===== src/rtl/sweep_capture_engine_pkg.sv =====
// sweep_pkg: shared FSM state type and MISR constants for the sweep capture engine
//   state_t   : IDLE / SETTLE / STALL / DONE
//   MISR_W    : signature width
//   MISR_POLY : feedback polynomial of the signature register
//   misr_step : one signature update with a 16-bit record word
package sweep_pkg;
   typedef enum logic [1:0] {IDLE, SETTLE, STALL, DONE} state_t;
   localparam int MISR_W = 16;
   localparam logic [MISR_W-1:0] MISR_POLY = 16'h1021;
   function automatic logic [MISR_W-1:0] misr_step(input logic [MISR_W-1:0] s, input logic [MISR_W-1:0] w);
      return {s[MISR_W-2:0], 1'b0} ^ (s[MISR_W-1] ? MISR_POLY : '0) ^ w;
   endfunction
endpackage


===== src/rtl/sweep_capture_engine_if.sv =====
// sweep_capture_engine_if: control, DUT stimulus/response and record readout bundle
//   start     : begin a sweep (honoured only when idle)
//   busy/done : sweep in progress / one-cycle completion pulse
//   dut_in    : vector applied to the DUT, dut_out : DUT response
//   rec_valid/rec_ready/rec_data : record readout, {vector, response}
//   signature : MISR value (zero when the MISR is not built)
//   master = engine side, slave = consumer/bench side
interface sweep_capture_engine_if
   import sweep_pkg::*;
#(
   parameter int IN_W  = 3,
   parameter int OUT_W = 1
);
   logic                  start;
   logic                  busy;
   logic                  done;
   logic [IN_W-1:0]       dut_in;
   logic [OUT_W-1:0]      dut_out;
   logic                  rec_valid;
   logic                  rec_ready;
   logic [IN_W+OUT_W-1:0] rec_data;
   logic [MISR_W-1:0]     signature;
   modport master (input start, dut_out, rec_ready, output busy, done, dut_in, rec_valid, rec_data, signature);
   modport slave  (output start, dut_out, rec_ready, input busy, done, dut_in, rec_valid, rec_data, signature);
endinterface


===== src/rtl/sweep_capture_engine_fifo.sv =====
// sweep_fifo: record FIFO, synchronous push/pop, async active-low reset
//   CK, reset        : clock, asynchronous active-low reset
//   i_push, i_data   : write a word (caller never pushes when full unless also popping)
//   i_pop            : drop the head word (caller never pops when empty)
//   o_data           : head word, zero when empty
//   o_full, o_empty  : occupancy flags; DEPTH must be a power of two >= 2
module sweep_fifo #(
   parameter int W     = 4,
   parameter int DEPTH = 8
) (
   input  logic         CK,
   input  logic         reset,
   input  logic         i_push,
   input  logic         i_pop,
   input  logic [W-1:0] i_data,
   output logic [W-1:0] o_data,
   output logic         o_full,
   output logic         o_empty
);
   localparam int AW = $clog2(DEPTH);
   logic [W-1:0] r_mem [DEPTH];
   logic [AW:0]  r_wr, r_rd;
   // extra pointer MSB separates full from empty when the indices match
   assign o_empty = r_wr == r_rd;
   assign o_full  = (r_wr[AW] != r_rd[AW]) && (r_wr[AW-1:0] == r_rd[AW-1:0]);
   assign o_data  = o_empty ? '0 : r_mem[r_rd[AW-1:0]];
   always_ff @(posedge CK or negedge reset) begin
      if (!reset) begin
         r_wr <= '0;
         r_rd <= '0;
      end else begin
         if (i_push) r_wr <= r_wr + 1'b1;
         if (i_pop) r_rd <= r_rd + 1'b1;
      end
   end
   always_ff @(posedge CK) begin
      if (i_push) r_mem[r_wr[AW-1:0]] <= i_data;
   end
endmodule


===== src/rtl/sweep_capture_engine.sv =====
// sweep_capture_engine: exhaustive input sweep of a DUT with settle, capture FIFO and optional MISR
//   CK, reset : clock, asynchronous active-low reset
//   bus       : sweep_capture_engine_if.master (start/busy/done, dut_in/dut_out, record readout, signature)
//   Define SWEEP_MISR_EN to build the 16-bit signature register; otherwise signature reads zero.
module sweep_capture_engine
   import sweep_pkg::*;
#(
   parameter int IN_W       = 3,
   parameter int OUT_W      = 1,
   parameter int SETTLE     = 1,
   parameter int FIFO_DEPTH = 8
) (
   input logic                    CK,
   input logic                    reset,
   sweep_capture_engine_if.master bus
);
   localparam int REC_W = IN_W + OUT_W;
   localparam int CNT_W = (SETTLE > 1) ? $clog2(SETTLE) : 1;
   localparam logic [CNT_W-1:0] CNT_RLD = CNT_W'(SETTLE - 1);
   state_t           r_state, w_state_nx;
   logic [IN_W-1:0]  r_vec, w_vec_nx;
   logic [CNT_W-1:0] r_cnt, w_cnt_nx;
   logic [REC_W-1:0] w_rec;
   logic             w_push, w_acc, w_pop, w_full, w_empty, w_last;
   assign w_rec  = {r_vec, bus.dut_out};
   assign w_pop  = ~w_empty & bus.rec_ready;
   assign w_push = (r_state == sweep_pkg::SETTLE && r_cnt == '0) || r_state == sweep_pkg::STALL;
   // a full FIFO still accepts when its head leaves on the same edge
   assign w_acc  = w_push & (~w_full | w_pop);
   assign w_last = &r_vec;
   always_ff @(posedge CK or negedge reset) begin
      if (!reset) begin
         r_state <= sweep_pkg::IDLE;
         r_vec   <= '0;
         r_cnt   <= '0;
      end else begin
         r_state <= w_state_nx;
         r_vec   <= w_vec_nx;
         r_cnt   <= w_cnt_nx;
      end
   end
   always_comb begin
      w_state_nx = r_state;
      w_vec_nx   = r_vec;
      w_cnt_nx   = r_cnt;
      case (r_state)
         sweep_pkg::IDLE: begin
            if (bus.start) begin
               w_state_nx = sweep_pkg::SETTLE;
               w_vec_nx   = '0;
               w_cnt_nx   = CNT_RLD;
            end
         end
         sweep_pkg::SETTLE, sweep_pkg::STALL: begin
            if (w_acc) begin
               w_state_nx = w_last ? sweep_pkg::DONE : sweep_pkg::SETTLE;
               w_vec_nx   = w_last ? r_vec : r_vec + 1'b1;
               w_cnt_nx   = CNT_RLD;
            end else if (w_push) w_state_nx = sweep_pkg::STALL;
            else w_cnt_nx = r_cnt - 1'b1;
         end
         default: w_state_nx = sweep_pkg::IDLE;
      endcase
   end
   assign bus.busy      = r_state == sweep_pkg::SETTLE || r_state == sweep_pkg::STALL;
   assign bus.done      = r_state == sweep_pkg::DONE;
   assign bus.dut_in    = r_vec;
   assign bus.rec_valid = ~w_empty;
   sweep_fifo #(.W(REC_W), .DEPTH(FIFO_DEPTH)) u_fifo (
      .CK      (CK),
      .reset   (reset),
      .i_push  (w_acc),
      .i_pop   (w_pop),
      .i_data  (w_rec),
      .o_data  (bus.rec_data),
      .o_full  (w_full),
      .o_empty (w_empty)
   );
`ifdef SWEEP_MISR_EN
   logic [MISR_W-1:0] r_sig;
   logic [31:0]       w_rec_ext;
   // records wider than the signature contribute only their low bits
   assign w_rec_ext = 32'(w_rec);
   always_ff @(posedge CK or negedge reset) begin
      if (!reset) r_sig <= '0;
      else if (r_state == sweep_pkg::IDLE && bus.start) r_sig <= '0;
      else if (w_acc) r_sig <= misr_step(r_sig, w_rec_ext[MISR_W-1:0]);
   end
   assign bus.signature = r_sig;
`else
   assign bus.signature = '0;
`endif
endmodule


===== src/flat_wrapper.sv =====
// flat-port wrapper written by rule: the top's interface ports become plain ports
module sweep_capture_engine_flat import sweep_pkg::*;
#(
   parameter int IN_W       = 3,
   parameter int OUT_W      = 1,
   parameter int SETTLE     = 1,
   parameter int FIFO_DEPTH = 8
)
  (CK, reset, bus_start, bus_dut_out, bus_rec_ready, bus_busy, bus_done, bus_dut_in, bus_rec_valid, bus_rec_data, bus_signature);
  sweep_capture_engine_if #(.IN_W(IN_W), .OUT_W(OUT_W)) bus_i ();
  input logic CK;
  input logic reset;
  input wire logic [$bits(bus_i.start)-1:0] bus_start;
  input wire logic [$bits(bus_i.dut_out)-1:0] bus_dut_out;
  input wire logic [$bits(bus_i.rec_ready)-1:0] bus_rec_ready;
  output wire logic [$bits(bus_i.busy)-1:0] bus_busy;
  output wire logic [$bits(bus_i.done)-1:0] bus_done;
  output wire logic [$bits(bus_i.dut_in)-1:0] bus_dut_in;
  output wire logic [$bits(bus_i.rec_valid)-1:0] bus_rec_valid;
  output wire logic [$bits(bus_i.rec_data)-1:0] bus_rec_data;
  output wire logic [$bits(bus_i.signature)-1:0] bus_signature;
  assign bus_i.start = bus_start;
  assign bus_i.dut_out = bus_dut_out;
  assign bus_i.rec_ready = bus_rec_ready;
  assign bus_busy = bus_i.busy;
  assign bus_done = bus_i.done;
  assign bus_dut_in = bus_i.dut_in;
  assign bus_rec_valid = bus_i.rec_valid;
  assign bus_rec_data = bus_i.rec_data;
  assign bus_signature = bus_i.signature;
  sweep_capture_engine #(.IN_W(IN_W), .OUT_W(OUT_W), .SETTLE(SETTLE), .FIFO_DEPTH(FIFO_DEPTH)) u_core (.CK(CK), .reset(reset), .bus(bus_i));
endmodule

===== config.mk =====
export PLATFORM = sky130hd
export DESIGN_NAME = sweep_capture_engine_flat
export DESIGN_NICKNAME = d
export VERILOG_FILES = /design/src/rtl/sweep_capture_engine_pkg.sv /design/src/rtl/sweep_capture_engine_if.sv /design/src/rtl/sweep_capture_engine_fifo.sv /design/src/rtl/sweep_capture_engine.sv /design/src/flat_wrapper.sv
export SDC_FILE = /design/constraint.sdc
export NUM_CORES = 1
export LEC_CHECK = 0
export ABC_AREA = 1
export CORE_UTILIZATION = 45
export CTS_BUF_LIST = sky130_fd_sc_hd__clkbuf_8
export CTS_CLUSTER_SIZE = 12
export DETAILED_ROUTE_END_ITERATION = 16
export DONT_BUFFER_PORTS = 1
export PLACE_DENSITY = 0.72
export SYNTH_ARGS = -nofsm -noshare
export SYNTH_HDL_FRONTEND = slang
export SYNTH_SLANG_ARGS = --single-unit

===== constraint.sdc =====
create_clock -name CK -period 1.6 [get_ports CK]
set_input_delay 0.16 -clock CK [delete_from_list [all_inputs] [get_ports CK]]
set_output_delay 0.16 -clock CK [all_outputs]
set_load 0.01 [all_outputs]

Word-level counts from Yosys, hierarchy flattened
Memory sizes are Yosys's and may differ from the RTL's.
Index checks and enable logic that the tools add are counted.
{"block": "op_classes", "addsub": 4, "n_mul": 0, "n_div": 0, "magnitude_cmp": 0, "n_eq_ne": 11, "shifts": 0, "mux": 16, "n_bitwise": 6, "reduce_logical": 11}
{"cell": "$mux W3", "count": 3}
{"cell": "$add A4 B1 Y4 const B", "count": 2}
{"cell": "$mux W2", "count": 4}
{"cell": "$ne A2 B2 Y1 const B", "count": 3}
{"cell": "$pmux W3 S2", "count": 1}
{"cell": "$reduce_and A3 Y1", "count": 2}
{"cell": "$mux W1", "count": 5}
{"cell": "$eq A2 B2 Y1 const B", "count": 2}
{"cell": "$eq A4 B4 Y1", "count": 1}
{"cell": "$mux W4", "count": 1}
{"cell": "$pmux W2 S2", "count": 1}
{"cell": "$reduce_and A4 Y1", "count": 1}
{"cell": "$add A3 B1 Y3 const B", "count": 1}
{"cell": "$eq A3 B3 Y1", "count": 1}
{"cell": "$ne A3 B2 Y1 const B", "count": 1}
{"cell": "$ne A3 B3 Y1 const B", "count": 1}
{"cell": "$not A1 Y1", "count": 3}
{"cell": "$and A1 B1 Y1", "count": 2}
{"cell": "$eq A2 B1 Y1 const B", "count": 1}
{"cell": "$logic_and A1 B1 Y1", "count": 2}
{"cell": "$logic_not A2 Y1", "count": 1}
{"cell": "$logic_or A1 B1 Y1", "count": 2}
{"cell": "$pmux W1 S2", "count": 1}
{"cell": "$reduce_and A2 Y1", "count": 1}
{"cell": "5 further kinds", "count": 5}
{"block": "totals", "regBits": 14, "latchBits": 0, "ramBits": 32, "romBits": 0, "inputBits": 5, "output_inout_bits": 26, "elab_cells": 54, "memories": 1}
{"memory": "u_core.u_fifo.r_mem", "words": 8, "width": 4, "read_ports": 1, "rd_clocked_by_memory_dff": 0, "wr": 1, "line_no": "sweep_capture_engine_fifo.sv:21", "rtl": "logic [W-1:0] r_mem [DEPTH];"}

Logic depth before layout (Yosys ltp)
Gate-level depths: netlist of the first run.
{"block": "depth", "word_depth": 7, "depth_mapped": 11}

By module
From an unflattened synthesis of the first run, not the netlist that was laid out.
{"block": "hier_totals", "cells_unflattened": 284, "hier_area_um2": 2508.7}
{"mod": "sweep_fifo", "instances": 1, "cells_each": 201, "area_each_um2": 1888.1, "seq_area_each_um2": 1161.1}
{"mod": "sweep_capture_engine", "instances": 1, "cells_each": 83, "area_each_um2": 620.6, "seq_area_each_um2": 150.1}

Least setup slack after synthesis of the first run
Ideal clock, no wire load.
{"block": "synth_path", "path_type": "register to register", "start": "reg u_core.u_fifo.r_rd[0]", "end": "mem u_core.u_fifo.r_mem[6][0], enable pin", "arrival_ns": 1.399, "required_time_ns": 1.239, "setup_slack_ns": -0.160, "stages_incl_launch_ff": 11, "path_buffers": 1, "synth_period_minus_slack_ns": 1.760, "cell_sequence": "dfrtp_1 buf_6 inv_4 nand2_2 nand2_1 nor2_2 nand4_2 nand2_2 inv_2 nand2_1 nor3_1"}
{"block": "synth_via", "elab_chain_cells": 7}
{"element": "start: declaration", "line_no": "sweep_capture_engine_fifo.sv:22", "rtl": "logic [AW:0] r_wr, r_rd;"}
{"element": "start signal: assignment", "line_no": "sweep_capture_engine_fifo.sv:33", "rtl": "if (i_pop) r_rd <= r_rd + 1'b1;"}
{"element": "$eq A4 B4 Y1 or $eq A3 B3 Y1 (tied branches)", "line_no": "sweep_capture_engine_fifo.sv:24, sweep_capture_engine_fifo.sv:25"}
{"element": "$not A1 Y1 or $logic_and A1 B1 Y1 (tied branches)", "line_no": "sweep_capture_engine.sv:26, sweep_capture_engine_fifo.sv:25"}
{"element": "$and A1 B1 Y1 or $not A1 Y1 (tied branches)", "line_no": "sweep_capture_engine.sv:26, sweep_capture_engine.sv:29"}
{"element": "$or A1 B1 Y1 *", "line_no": "sweep_capture_engine.sv:29", "rtl": "assign w_acc = w_push & (~w_full | w_pop);"}
{"element": "$and A1 B1 Y1 *", "line_no": "sweep_capture_engine.sv:29"}
{"element": "$mux W1 *", "line_no": "sweep_capture_engine_fifo.sv:37", "rtl": "if (i_push) r_mem[r_wr[AW-1:0]] <= i_data;"}
{"element": "$mux W1 (not written as such) *", "line_no": "sweep_capture_engine_fifo.sv:37"}
{"element": "end: declaration", "line_no": "sweep_capture_engine_fifo.sv:21"}
Every way passes the cells marked *; elsewhere a longest branch is shown, timed or not.

Final worst setup path of the first run
{"block": "layout_path", "start": "reg u_core.u_fifo.r_rd[0]", "end": "out bus_rec_data[1]"}
{"block": "layout_via", "elab_chain_cells": 2}
{"element": "$mem_v2 Z8 W4 or $eq A4 B4 Y1 (tied branches)"}
{"element": "$mux W4 *", "line_no": "sweep_capture_engine_fifo.sv:26", "rtl": "assign o_data = o_empty ? '0 : r_mem[r_rd[AW-1:0]];"}
{"element": "end: declaration", "line_no": "flat_wrapper.sv:20", "rtl": "output wire logic [$bits(bus_i.rec_data)-1:0] bus_rec_data;"}
Marks and branches as above.

==> qor.yml, run 1 <==
fin_crit_ns: 1.79
outcome: "finished, violations left"
grt_max_degree: 19
clock.fmax_mhz: 560
post-route-period-util: 1.12
cp-end-kind: "output pin"
insertion_delay_ns: 0.30
avgSynthCellArea_sq_um: 10.3
slew_headroom: 0.561
vias: 1681
max_cap_violations: 0
cts-htree-levels: 2
detail_route.wl_per_cell_microns: 14.3
p_sw_w: 0.00261
synth_top_area_frac: 0.425
syn2layout_area_growth_pct: 28.8
hold_viol: 0
fin_util: 0.609
ys_warn_count: 0
start_kind: "flop"
dpl_worst_slack_ns: -0.0621
overflow: 0
power.total_w: 0.00641
dieArea_sq_um: 5310
timing.final.ws_setup_ns: -0.187
n_antenna_cell: 0
r2r_cells: 8
slowest_delay_ns: 0.45
clk_pin_slew_ns: 0.08
floorplan.die.width_microns: 72.9
rows: 25
vias_per_cell: 5.00
synth_area_leaders: "edfxtp_1 (42%), dfrtp_1 (15%), nor2_1 (5.8%)"
hold_class: "input port to flop"
wirelength_microns: 4820
tightestPinTransition_ns: 0.656
grt_pass1_vias: 1642
crit_required_ns: 1.44
clockRootBuffer: "clkbuf_8"
synth_area_sq_um: 2260
final_area_sq_um: 2910
io_buffers: 0
seq_area_frac_synth: 0.580
nets: 282
initial_utilization: 0.473
synthFlopType: "edfxtp_1"
drive_gt1_frac: 0.320
drtPass1Iterations: 4
report.final.slew_viol_count: 0
path_cells: "inv_4 -> nand2_2 -> nand2_2 -> nor2_4 -> buf_6 -> nand3b_4 -> o21ai_1 -> a31oi_1 -> buf_4"
cts-buffers-inserted: 5
crit_type: "flop to output pin"
p_int_w: 0.00380
drt-initial-drc-count: 85
gp_congestion: 0.752
ioPinCount: 31
fp.dieH_microns: 72.9
grt_usage: 0.198
n_fill_cell: 381
finalSetupViolCount: 14
placed_area_sq_um: 2570
crit_path_frequent_cell: "nand2_2"
clkSinkCount: 46
hold_depth: 2
synth-edff-count: 32
violations: "negative setup slack"
critPathArrivalTime_ns: 1.63
grt_pass1_wl_microns: 7620
cts_tree: "yes"
ys_ff_latch: 46
clkPwrFrac: 0.134
ir_drop_mv: 1.63
slowest_stage: "dfrtp_2"
leakage_nw: 1.26
drc_errors: 0
synth.top_cells.by_count: "nor2_1 (35), edfxtp_1 (32), nand2_1 (30), o21ai_0 (23), buf_4 (16)"
fin_worst_skew_ns: 0.00330
p_per_area_nw_per_um2: 2200
rsz0062_at_grt: "yes"
crit_fanout: 5
core_area_sq_um: 4790
clk_path_buf_depth: 2
swShare: 0.406
yosysMostFrequentCell: "nor2_1"
synth_cell_type_count: 27
dp_hpwl_microns: 3250
combPwrFrac: 0.576
ant_nets: 0
yosysTopAreaCell: "edfxtp_1"
antenna_found_initial: 0
async_flop_share: 0.304
synthCells: 219
fin_setup_tns_ns: -0.862
p_seq_frac: 0.289
-- final timing paths --
kind,startpoint,end,slack [ns]
worst max-delay path,u_core.u_fifo.r_rd[0]$_DFFE_PN0P_,bus_rec_data[1],-0.19
worst min-delay path,bus_rec_ready,u_core.u_fifo.r_rd[0]$_DFFE_PN0P_,0.04
worst max register to register,u_core.r_state[1]$_DFFE_PN0P_,u_core.u_fifo.r_mem[5][3]$_DFFE_PP_,-0.02
worst min register to register,u_core.u_fifo.r_wr[3]$_DFFE_PN0P_,u_core.u_fifo.r_wr[3]$_DFFE_PN0P_,0.62
max in group asynchronous,reset,u_core.u_fifo.r_rd[0]$_DFFE_PN0P_,0.82
min in group asynchronous,reset,u_core.r_cnt$_DFFE_PN0P_,0.32
-- worst max-delay path: cells and delay by family (launching register included) --
| family | cells | cell delay (ns) |
|---|---|---|
| flops | 1 | 0.45 |
| buf+inv | 3 | 0.34 |
| simple gates | 4 | 0.28 |
| compound gates | 2 | 0.25 |
-- state kept, by name (all words and copies together) (netlist names) --
signal,flops
u_core.r_cnt,1
u_core.u_fifo.r_rd,4
u_core.u_fifo.r_mem,32
u_core.u_fifo.r_wr,4
u_core.r_state,2
u_core.bus.dut_in,3
-- metal layers --
metal,wire [microns],track usage
met1,1870,0.236
met2,2620,0.357
met3,284,0.0442
met4,43,0.0566
met5,0,0
-- cell families after synthesis --
logic type               share of synthesized area
XOR/XNOR                                    0.0310
AO/OA/AOI/OAI                               0.0863
other                                      0.00166
buffers and inverters                       0.0968
AND/OR/NAND/NOR                              0.155
adder cells (fa/ha/maj)                     0.0498
flip-flops                                   0.580
-- layout by cell type, fill, tap and decap left out, drive strengths merged --
master / instances
a21o: 1
a21oi: 3
a31oi: 4
buf: 44
bufinv: 1
clkbuf: 5
clkinv: 1
clkinvlp: 1
conb: 16
dfrtp: 14
dlygate4sd3: 3
edfxtp: 32
ha: 9
inv: 17
nand2: 35
nand3: 8
nand3b: 1
nand4: 1
nor2: 36
nor3: 1
o21ai: 23
o21bai: 1
o22ai: 4
xnor2: 2
xor2: 6
-- final cells by class --
cell class                 count  area (sq um)  area share
inverter                      17          66.3      0.0228
clock buffer                   5          68.8      0.0236
tap                           67          83.8      0.0288
sequential                    46          1310       0.451
multi-input combinational    151           927       0.318
clock inverter                 3          41.3      0.0142
timing repair buffer          47           412       0.141
-- power groups by stage --
stage / clock network (W) / logic, W / registers, W
finish: 0.000861 / 0.00369 / 0.00185
global route: 0.000915 / 0.00407 / 0.00188
CTS: 0.000861 / 0.00334 / 0.00183
detailed placement: 0 / 0.00302 / 0.00185
global placement: 0 / 0.00294 / 0.00183
floorplan: 0 / 0.00171 / 0.00189
-- through the flow --
step	instances	hold slack, ns
floorplan	234	-0.136
global placement	323	-0.135
detailed placement	323	-0.135
CTS	334	0.0349
global route	336	0.0484
finish	336	0.0403
-- what timing repair did --
action | in CTS | in global routing
resized for setup | 25 | 26
pin swaps | 5 | 6
endpoints found under the hold margin | 23 | 0
hold buffers | 3 | 0
buffers inserted | 3 | 3
gates cloned | 0 | 0
setup endpoints to repair | 33 | 46
(Power assumes the default switching activity.)
==> run 2, diff against run 1 <==
- ABC_CLOCK_PERIOD_IN_PS: unset -> 1600
- CTS_CLUSTER_DIAMETER: unset -> 50
==> results of run 2 <==
No change in the layout: final DEF, timing and power equal those of run 1.
==> run 3, diff against run 2 <==
- SYNTH_HIERARCHICAL: unset -> 1
==> qor.yml, run 3 <==
synth-xor-area-share: 0.0209
insertion_delay_ns: 0.31
crit_type: "flop to flop"
finalSetupViolCount: 45
hold_class: "input port to flop"
critPathArrivalTime_ns: 1.77
synth_top_family_by_area: "simple AND/OR/NAND/NOR gates"
async_flop_share: 0.304
ant_nets: 0
synthMuxAreaShare: 0
n_antenna_cell: 0
ioPinCount: 31
clkSinkCount: 46
floorplan.die.width_microns: 76.7
drt-initial-drc-count: 92
rsz0062_at_grt: "yes"
fin_setup_tns_ns: -3.92
core_area_sq_um: 5240
timing.final.ws_setup_ns: -0.169
synth.top_cells.by_count: "nand2_1 (84), inv_1 (49), edfxtp_1 (32), nand3_1 (23), nor2_1 (22)"
vias: 1838
gp_congestion: 0.773
yosys.area_share.simple: 0.252
grt_pass1_vias: 1779
max_cap_violations: 0
detail_route.wl_per_cell_microns: 12.5
initial_utilization: 0.479
clk_path_buf_depth: 2
post-route-period-util: 1.11
ys_ff_latch: 46
dpl_worst_slack_ns: -0.131
synth_compound_area_frac: 0.00698
cts_tree: "yes"
crit_fanout: 5
io_buffers: 0
grt_pass1_wl_microns: 8030
overflow: 0
report.final.slew_viol_count: 0
nets: 344
ys_warn_count: 6
grt_usage: 0.180
drtPass1Iterations: 4
cp-end-kind: "flop"
synthCells: 284
finalNonFillerCells: 402
fin_crit_ns: 1.77
clock.fmax_mhz: 565
rows: 26
drc_errors: 0
wirelength_microns: 5010
clockRootBuffer: "clkbuf_8"
power.total_w: 0.00655
yosysTopAreaCell: "edfxtp_1"
synth_area_sq_um: 2510
vias_per_cell: 4.57
cts-buffers-inserted: 5
hold_viol: 0
final_common_cell: "nand2_1"
antenna_found_initial: 0
tightestPinTransition_ns: 0.670
syn2layout_area_growth_pct: 25.4
grt_max_degree: 17
seq_area_frac_synth: 0.523
fin_worst_skew_ns: 0.00743
synth_top_area_frac: 0.383
synth_area_leaders: "edfxtp_1 (38%), dfrtp_1 (14%), nand2_1 (13%)"
slew_headroom: 0.552
drive_gt1_frac: 0.337
start_kind: "flop"
dieArea_sq_um: 5880
clk_pin_slew_ns: 0.08
fp.dieH_microns: 76.7
p_per_area_nw_per_um2: 2080
synthAdderAreaFrac: 0.0399
synthFlopType: "edfxtp_1"
yosysMostFrequentCell: "nand2_1"
dp_hpwl_microns: 3300
cts-htree-levels: 2
ir_drop_mv: 1.48
violations: "negative setup slack"
leakage_nw: 1.56
largest_register_ffs: 32
outcome: "finished, violations left"
synth-edff-count: 32
avgSynthCellArea_sq_um: 8.83
synth_cell_type_count: 23
crit_required_ns: 1.60
post-place-cells: 374
final_cell_mix: "nand2_1 (69), inv_1 (43), buf_4 (41), edfxtp_1 (32)"
## run 3: cell count changes after synthesis, sizes merged, moves of 2 or more
cell,before,now
a21oi,3,0
a31oi,4,0
buf,20,22
inv,16,54
nand2,35,93
nand3,8,23
nand4,1,3
nor2,36,24
o21ai,23,2
o22ai,4,0
xnor2,2,0
## run 3: cell type report
| class | count | area, sq um |
|---|---|---|
| Inverter | 54 | 213 |
| Tap cell | 70 | 87.6 |
| Clock inverter | 3 | 21.3 |
| Multi-Input combinational cell | 177 | 1050 |
| Clock buffer | 5 | 68.8 |
| Timing Repair Buffer | 47 | 390 |
| Fill cell | 451 | 2090 |
| Sequential cell | 46 | 1310 |
## run 3: final timing paths
path                                                            end                         startpoint  slack, ns  depth (start not counted)
worst max-delay path            u_core/u_fifo/r_mem[7][1]$_DFFE_PP_  u_core/u_fifo/r_rd[0]$_DFFE_PN0P_      -0.17                         13
worst min-delay path              u_core/u_fifo/r_rd[0]$_DFFE_PN0P_                      bus_rec_ready       0.22                          4
worst max register to register  u_core/u_fifo/r_mem[7][1]$_DFFE_PP_  u_core/u_fifo/r_rd[0]$_DFFE_PN0P_      -0.17                         13
worst min register to register             u_core/r_cnt$_DFFE_PN0P_           u_core/r_cnt$_DFFE_PN0P_       0.53                          2
max in group asynchronous         u_core/u_fifo/r_wr[0]$_DFFE_PN0P_                              reset       0.80                          1
min in group asynchronous          u_core/bus.dut_in[1]$_DFFE_PN0P_                              reset       0.33                          1
## run 3: where the power goes
group	internal, W	leakage (nW)	total, W	switching [W]
clock network	0.000307	0.0441	0.000708	0.000401
logic	0.00171	1.05	0.00403	0.00231
registers	0.00165	0.469	0.00182	0.000172
## run 3: kinds of logic (layout without fill, tap and decap cells)
group,Yosys count,after routing
compound gates,3,3
xor+xnor,6,6
fa+ha+maj,8,8
buf+inv,76,109
flops,46,46
other cells,1,16
simple gates,144,144
## run 3: worst max-delay path, stage by stage, from the launching register on
cell and delay, ns:
dfrtp_1 0.43, inv_2 0.07, nand2_1 0.06, nand2_1 0.08
nor2_2 0.05, nand2_2 0.07, inv_2 0.04, inv_2 0.06
nand2_2 0.06, nand2_2 0.08, nand2_4 0.07, inv_8 0.08
nand2_8 0.07, nor2_4 0.23
## run 3: per-layer routing
metal,global-route usage,part of all wire,vias to the layer above
li1,-,-,932
met1,0.212,0.43,845
met2,0.313,0.51,51
met3,0.0405,0.040,10
met4,0.0808,0.022,0
met5,0,0,-
## run 3: timing repair
item | 4_1_cts | 5_1_grt
endpoints found under the setup margin | 37 | 49
hold buffers | 2 | 0
setup buffers | 16 | 3
endpoints found under the hold margin | 22 | 0
resized for setup | 14 | 32
pin swaps | 6 | 11
cloned | 0 | 1
## run 3: metrics by stage
| stage | utilization | cell area (sq um) | hold WS, ns |
|---|---|---|---|
| floorplan | - | 2630 | -0.136 |
| global placement | 0.522 | 2730 | -0.135 |
| detailed placement | 0.522 | 2730 | -0.135 |
| CTS | 0.574 | 3010 | 0.245 |
| global route | 0.601 | 3150 | 0.247 |
| finish | 0.601 | 3150 | 0.219 |
